### config.mk
export PLATFORM = sky130hd
export DESIGN_NAME = reg_file_17_flat
export DESIGN_NICKNAME = d
export VERILOG_FILES = /design/src/rtl/reg_file_17_if.sv /design/src/rtl/reg_file_17.sv /design/src/flat_wrapper.sv
export SDC_FILE = /design/constraint.sdc
export NUM_CORES = 1
export LEC_CHECK = 0
export ABC_AREA = 1
export CORE_MARGIN = 2
export CORE_UTILIZATION = 40
export DETAILED_ROUTE_END_ITERATION = 7
export PLACE_DENSITY = 0.63
export SYNTH_ARGS = -nofsm -noshare
export SYNTH_HDL_FRONTEND = slang
export SYNTH_SLANG_ARGS = --single-unit
### constraint.sdc
create_clock -name clk -period 5.2 [get_ports clk]
set_input_delay 1.3 -clock clk [delete_from_list [all_inputs] [get_ports clk]]
set_output_delay 1.3 -clock clk [all_outputs]
set_load 0.005 [all_outputs]
### src/rtl/reg_file_17_if.sv
// Write/clear/read bundle between the operand select mux, reg_file_17 and the ALU operand path.
interface reg_file_17_if #(
  parameter int unsigned DATA_W = 17,
  parameter int unsigned ADDR_W = 3
);
  localparam int unsigned DEPTH = 2 ** ADDR_W;

  logic              write_en;
  logic [ADDR_W-1:0] write_addr;
  logic [DATA_W-1:0] write_data;
  logic              clear_all;
  logic [ADDR_W-1:0] read_addr_a;
  logic [DATA_W-1:0] read_data_a_c;
  logic [ADDR_W-1:0] read_addr_b;
  logic [DATA_W-1:0] read_data_b_c;
  logic [DEPTH-1:0]  dirty_mask;

  modport master (
    output write_en, write_addr, write_data, clear_all, read_addr_a, read_addr_b,
    input  read_data_a_c, read_data_b_c, dirty_mask
  );

  modport slave (
    input  write_en, write_addr, write_data, clear_all, read_addr_a, read_addr_b,
    output read_data_a_c, read_data_b_c, dirty_mask
  );
endinterface

### src/rtl/reg_file_17.sv
// Eight-entry 17-bit register file, R0 hardwired to zero, two combinational read ports and a dirty mask.
// Optional same-cycle write-to-read forwarding is enabled by defining REGFILE_BYPASS_EN.
module reg_file_17 #(
  parameter int unsigned DATA_W = 17,
  parameter int unsigned ADDR_W = 3
) (
  input  logic          clk,
  input  logic          rst,
  reg_file_17_if.slave  bus
);
  localparam int unsigned DEPTH = 2 ** ADDR_W;

  logic [DATA_W-1:0] regs_q [DEPTH];
  logic [DEPTH-1:0]  dirty_q;
  logic              wr_hit_c;
  logic              byp_a_c;
  logic              byp_b_c;
  logic [DATA_W-1:0] stored_a_c;
  logic [DATA_W-1:0] stored_b_c;

  // A write lands only when not cleared and not aimed at the zero register
  assign wr_hit_c = bus.write_en && !bus.clear_all && (bus.write_addr != '0);

  // Storage and dirty tracking; clear wins over a same-cycle write
  always_ff @(posedge clk or posedge rst) begin
    if (rst) begin
      for (int i = 0; i < int'(DEPTH); i++) begin
        regs_q[i] <= '0;
      end
      dirty_q <= '0;
    end else if (bus.clear_all) begin
      for (int i = 0; i < int'(DEPTH); i++) begin
        regs_q[i] <= '0;
      end
      dirty_q <= '0;
    end else if (wr_hit_c) begin
      regs_q[bus.write_addr]  <= bus.write_data;
      dirty_q[bus.write_addr] <= 1'b1;
    end
  end

  // Address 0 is decoded to zero explicitly rather than relying on regs_q[0]
  always_comb begin
    stored_a_c = '0;
    stored_b_c = '0;
    if (bus.read_addr_a != '0) stored_a_c = regs_q[bus.read_addr_a];
    if (bus.read_addr_b != '0) stored_b_c = regs_q[bus.read_addr_b];
  end

`ifdef REGFILE_BYPASS_EN
  assign byp_a_c = wr_hit_c && !rst && (bus.write_addr == bus.read_addr_a);
  assign byp_b_c = wr_hit_c && !rst && (bus.write_addr == bus.read_addr_b);
`else
  assign byp_a_c = 1'b0;
  assign byp_b_c = 1'b0;
`endif

  assign bus.read_data_a_c = byp_a_c ? bus.write_data : stored_a_c;
  assign bus.read_data_b_c = byp_b_c ? bus.write_data : stored_b_c;
  assign bus.dirty_mask    = dirty_q;
endmodule

### src/flat_wrapper.sv
// flat-port wrapper written by rule: the top's interface ports become plain ports
module reg_file_17_flat 
#(
  parameter int unsigned DATA_W = 17,
  parameter int unsigned ADDR_W = 3
)
  (clk, rst, bus_write_en, bus_write_addr, bus_write_data, bus_clear_all, bus_read_addr_a, bus_read_addr_b, bus_read_data_a_c, bus_read_data_b_c, bus_dirty_mask);
  reg_file_17_if #(.DATA_W(DATA_W), .ADDR_W(ADDR_W)) bus_i ();
  input  logic clk;
  input  logic rst;
  input wire logic [$bits(bus_i.write_en)-1:0] bus_write_en;
  input wire logic [$bits(bus_i.write_addr)-1:0] bus_write_addr;
  input wire logic [$bits(bus_i.write_data)-1:0] bus_write_data;
  input wire logic [$bits(bus_i.clear_all)-1:0] bus_clear_all;
  input wire logic [$bits(bus_i.read_addr_a)-1:0] bus_read_addr_a;
  input wire logic [$bits(bus_i.read_addr_b)-1:0] bus_read_addr_b;
  output wire logic [$bits(bus_i.read_data_a_c)-1:0] bus_read_data_a_c;
  output wire logic [$bits(bus_i.read_data_b_c)-1:0] bus_read_data_b_c;
  output wire logic [$bits(bus_i.dirty_mask)-1:0] bus_dirty_mask;
  assign bus_i.write_en = bus_write_en;
  assign bus_i.write_addr = bus_write_addr;
  assign bus_i.write_data = bus_write_data;
  assign bus_i.clear_all = bus_clear_all;
  assign bus_i.read_addr_a = bus_read_addr_a;
  assign bus_i.read_addr_b = bus_read_addr_b;
  assign bus_read_data_a_c = bus_i.read_data_a_c;
  assign bus_read_data_b_c = bus_i.read_data_b_c;
  assign bus_dirty_mask = bus_i.dirty_mask;
  reg_file_17 #(.DATA_W(DATA_W), .ADDR_W(ADDR_W)) u_core (.clk(clk), .rst(rst), .bus(bus_i));
endmodule
==> impl_results.html <==
<table>
<tr><th>Metric</th><th>Value</th></tr>
<tr><th colspan="2">Outcome</th></tr>
<tr><td>Status</td><td>finished clean</td></tr>
<tr><th colspan="2">Timing</th></tr>
<tr><td>Fin crit period</td><td>4.59 ns</td></tr>
<tr><td>Highest clock rate</td><td>0.218 GHz</td></tr>
<tr><td>Slew at the pin with the worst max-slew slack</td><td>1.03 ns</td></tr>
<tr><td>Max-slew violation count</td><td>0</td></tr>
<tr><td>Unrepaired setup endpoints after global routing</td><td>no</td></tr>
<tr><td>Period utilisation layout</td><td>0.883</td></tr>
<tr><td>Total negative setup slack</td><td>0 ns</td></tr>
<tr><td>Number of setup violations in the final report</td><td>0</td></tr>
<tr><td>Worst setup margin</td><td>0.607 ns</td></tr>
<tr><td>Final worst clock skew</td><td>0 ns</td></tr>
<tr><td>Relative max-transition margin</td><td>0.314</td></tr>
<tr><td>Final hold violation count</td><td>0</td></tr>
<tr><th colspan="2">Global routing</th></tr>
<tr><td>Maximum number of pins on one net before global-route repair</td><td>100</td></tr>
<tr><td>Via count of the first global-routing pass</td><td>~7400</td></tr>
<tr><td>Antenna violations before repair</td><td>0</td></tr>
<tr><td>Total congestion overflow</td><td>0</td></tr>
<tr><td>Global-route wire length before repair</td><td>about 43 mm</td></tr>
<tr><td>Overall track demand over capacity in global routing</td><td>0.255</td></tr>
<tr><th colspan="2">Critical path</th></tr>
<tr><td>Data required time at the worst endpoint</td><td>~3.9 ns</td></tr>
<tr><td>RR Endpoint</td><td>u_core.regs_q[101]</td></tr>
<tr><td>Crit path capture type</td><td>output port</td></tr>
<tr><td>Reg-to-reg slack, setup</td><td>approximately 4.5 ns</td></tr>
<tr><td>Kind of start point of the critical path</td><td>input port</td></tr>
<tr><td>Type of the worst setup path</td><td>input port to output port</td></tr>
<tr><td>Start of the worst register-to-register path</td><td>u_core.regs_q[101]</td></tr>
<tr><td>Crit path arrival time</td><td>3.29 ns</td></tr>
<tr><td>Maximum fanout along the worst path</td><td>36</td></tr>
<tr><td>Worst R2R Path Depth</td><td>2</td></tr>
<tr><th colspan="2">Logic synthesis</th></tr>
<tr><td>Post-synth EDFFs</td><td>0</td></tr>
<tr><td>Cell count after synthesis</td><td>1150</td></tr>
<tr><td>Most frequently used flop master after synthesis</td><td>dfrtp_1</td></tr>
<tr><td>Syn avg cell area</td><td>7.10 sq um</td></tr>
<tr><td>Netlist area before placement</td><td>0.00817 sq mm</td></tr>
<tr><td>Area share of the leading cell type in the synthesized netlist</td><td>0.441</td></tr>
<tr><td>Leading post-synthesis cells by cell area</td><td>dfrtp_1 (44%), nand2_1 (17%), nand3_1 (11%), o22ai_1 (7.8%), inv_1 (6.6%)</td></tr>
<tr><td>Async S/R FF share, synth</td><td>1.00</td></tr>
<tr><td>Sequential cell area fraction in the yosys report</td><td>0.441</td></tr>
<tr><td>Flip-flop and latch count after synthesis</td><td>144</td></tr>
<tr><td>Synthesized Nets</td><td>1180</td></tr>
<tr><td>Number of synthesis warnings</td><td>0</td></tr>
<tr><td>Number of library cell types mapped by synthesis</td><td>24</td></tr>
<tr><td>Largest area contributor in the synthesized netlist</td><td>dfrtp_1</td></tr>
<tr><th colspan="2">Drt</th></tr>
<tr><td>Iteration-0 DRC Markers</td><td>888</td></tr>
<tr><td>Total Routed Length</td><td>27.1 mm</td></tr>
<tr><td>First-pass DRT Iterations</td><td>6</td></tr>
<tr><td>Total via count after detailed routing</td><td>7905</td></tr>
<tr><td>Vias per Instance</td><td>5.40</td></tr>
<tr><td>Average wire per standard cell</td><td>18.5 microns</td></tr>
<tr><td>DRC viols</td><td>0</td></tr>
<tr><td>Detail Route Antenna Nets</td><td>0</td></tr>
<tr><th colspan="2">Clocking</th></tr>
<tr><td>Number of levels the H-tree was split into</td><td>4</td></tr>
<tr><td>Clk Latency, worst-skew pair</td><td>0.43 ns</td></tr>
<tr><td>Cts hold-fix bufs</td><td>0</td></tr>
<tr><td>Clock root buffer master</td><td>clkbuf_16</td></tr>
<tr><td>Max Buffers Root-to-Sink</td><td>2</td></tr>
<tr><td>Resized cells post-CTS</td><td>0</td></tr>
<tr><td>CTS tree</td><td>yes</td></tr>
<tr><td>Clock-pin slew on the worst setup and hold paths</td><td>0.07 ns</td></tr>
<tr><td>Clock net sink count</td><td>144</td></tr>
<tr><td>Setup Fix Bufs, Post-CTS</td><td>0</td></tr>
<tr><td>Number of buffers created by CTS</td><td>17</td></tr>
<tr><th colspan="2">Layout</th></tr>
<tr><td>Number of nets in the layout</td><td>~1200</td></tr>
<tr><td>Total of fill cells in the finished design</td><td>around 2000</td></tr>
<tr><td>Fraction of layout instances using a drive strength above 1</td><td>0.0629</td></tr>
<tr><td>Area growth syn-to-layout</td><td>17.5%</td></tr>
<tr><td>Register Area</td><td>0.00360 sq mm</td></tr>
<tr><td>Count of non-filler cells in the finished layout</td><td>between 1000 and 1500</td></tr>
<tr><td>Diode count</td><td>0</td></tr>
<tr><td>Final core utilization</td><td>0.477</td></tr>
<tr><td>Multi-input logic area</td><td>between 0.003 and 0.004 sq mm</td></tr>
<tr><th colspan="2">Pwr</th></tr>
<tr><td>Power density over cell area</td><td>306 mW/mm^2</td></tr>
<tr><td>Lkg Pwr</td><td>4.92 nW</td></tr>
<tr><td>Switching part of the total power</td><td>0.270</td></tr>
<tr><td>Worst-case vdd ir drop</td><td>0.140 mV</td></tr>
<tr><td>Internal Pwr Total</td><td>2.14 mW</td></tr>
<tr><td>Pwr Total</td><td>2.93 mW</td></tr>
<tr><td>Sw Pwr</td><td>793 uW</td></tr>
<tr><td>Relative contribution of sequential cells to total power</td><td>0.391</td></tr>
<tr><td>Clock share of power</td><td>0.451</td></tr>
<tr><td>Share of power burned in combinational logic</td><td>0.157</td></tr>
<tr><th colspan="2">Place</th></tr>
<tr><td>Cell total after placement</td><td>1433</td></tr>
<tr><td>Dpl hpwl</td><td>between 15 and 20 mm</td></tr>
<tr><td>RePlAce Congestion</td><td>between 0.8 and 0.9</td></tr>
<tr><td>Port buffer count</td><td>71</td></tr>
<tr><td>Setup slack after placement</td><td>0.649 ns</td></tr>
<tr><th colspan="2">Floorplan</th></tr>
<tr><td>Floorplan core area</td><td>0.0201 sq mm</td></tr>
<tr><td>I/O pins</td><td>between 70 and 80</td></tr>
<tr><td>Effective utilization at floorplan</td><td>0.406</td></tr>
<tr><td>Overall die area</td><td>0.0216 sq mm</td></tr>
<tr><td>Vertical extent of the die</td><td>between 100 and 150 microns</td></tr>
<tr><td>DIE WIDTH</td><td>147 microns</td></tr>
<tr><td>Std-Cell Rows</td><td>between 50 and 60</td></tr>
<tr><th colspan="2">Job</th></tr>
<tr><td>Max-Cap Viols</td><td>0</td></tr>
<tr><th colspan="2">Hold path</th></tr>
<tr><td>HP Class</td><td>flip-flop to flip-flop</td></tr>
<tr><td>Cell depth of the worst hold path</td><td>2</td></tr>
<tr><td>Endpoint, Worst Hold</td><td>u_core.bus.dirty_mask[0]</td></tr>
<tr><td>Worst Hold Launch</td><td>u_core.bus.dirty_mask[0]</td></tr>
</table>
-- cells in the mapped netlist (6+ instances only) --
cell type	count
buf_2	24
clkbuf_1	33
a21oi_1	6
buf_4	12
o21ai_0	17
nor2_1	90
nand3_1	187
inv_1	144
o22ai_1	102
buf_6	8
nand2_1	359
dfrtp_1	144
-- stage by stage --
step                      hold slack, ns  cell area [sq um]
after global routing               0.510               9600
final                              0.490               9600
after global placement             0.473               8970
after detailed placement           0.478               8970
after floorplan                    0.456               8170
after CTS                          0.491               9600
-- per-layer routing --
layer	vias to the layer above	share of wire	global-route usage
met5	-	0	0
met4	0	0.030	0.0869
met3	62	0.070	0.0475
met2	362	0.46	0.398
met1	3732	0.44	0.358
li1	3749	-	-
-- power by group through the flow --
stage	logic [mW]	clock network (mW)	registers, mW
2_1_floorplan	0.279	0	1.17
3_3_place_gp	0.455	0	1.17
3_5_place_dp	0.456	0	1.17
4_1_cts	0.458	1.33	1.15
5_1_grt	0.504	1.38	1.15
6_report	0.461	1.32	1.15
-- layout make-up --
cell class,instances,share of cell area
Sequential cell,144,0.375
Multi-Input combinational cell,776,0.371
Timing Repair Buffer,92,0.0933
Inverter,151,0.0600
Clock buffer,20,0.0486
Tap cell,270,0.0352
Clock inverter,10,0.0166
-- how the worst max path moves through the flow --
stage | cells after the start | end | startpoint | slack, ns
floorplan | 1 | u_core.bus.dirty_mask[0] | rst | 0.03
global placement | 7 | bus_read_data_b_c[8] | bus_read_addr_b[2] | 0.65
detailed placement | 9 | bus_read_data_b_c[5] | bus_read_addr_b[0] | 0.65
CTS | 9 | bus_read_data_b_c[5] | bus_read_addr_b[0] | 0.63
global route | 9 | bus_read_data_b_c[5] | bus_read_addr_b[0] | 0.47
finish | 9 | bus_read_data_b_c[5] | bus_read_addr_b[0] | 0.61
-- worst max-delay path, stage by stage --
cell             delay (ns)
buf_2                  0.30
inv_2                  0.34
buf_12                 0.29
nand2_1                0.09
nand3_1                0.06
nand2_1                0.07
nor2_1                 0.04
nor2_1                 0.22
clkdlybuf4s50_1        0.56
-- kinds of logic (layout without fill, tap and decap cells) --
| kind of cell | Yosys count | in the layout | share of synthesized area |
|---|---|---|---|
| and+or+nand+nor | 650 | 650 | 0.343 |
| buffers and inverters | 230 | 273 | 0.123 |
| DFF | 144 | 144 | 0.441 |
| AOI/OAI and AO/OA | 126 | 126 | 0.0930 |
-- state kept, by name, indices dropped and copies added (netlist names) --
| name | count |
|---|---|
| u_core.regs_q | 136 |
| u_core.bus.dirty_mask | 8 |
-- cells in the final DEF (no fill, tap or decap), types with 3 or more instances in the layout --
cell / Yosys / layout
nand3_1: 187 / 187
bufinv_16: 0 / 4
inv_2: 5 / 5
clkdlybuf4s50_1: 0 / 69
nand2_1: 359 / 359
nor2_1: 90 / 90
o22ai_1: 102 / 102
a21oi_1: 6 / 6
inv_1: 144 / 143
clkbuf_8: 0 / 3
nand2_2: 4 / 4
buf_4: 12 / 18
dfrtp_1: 144 / 144
clkbuf_16: 0 / 17
o21ai_0: 17 / 17
clkinv_2: 1 / 4
buf_12: 0 / 3
No activity file was read; power rests on OpenSTA's default activity.
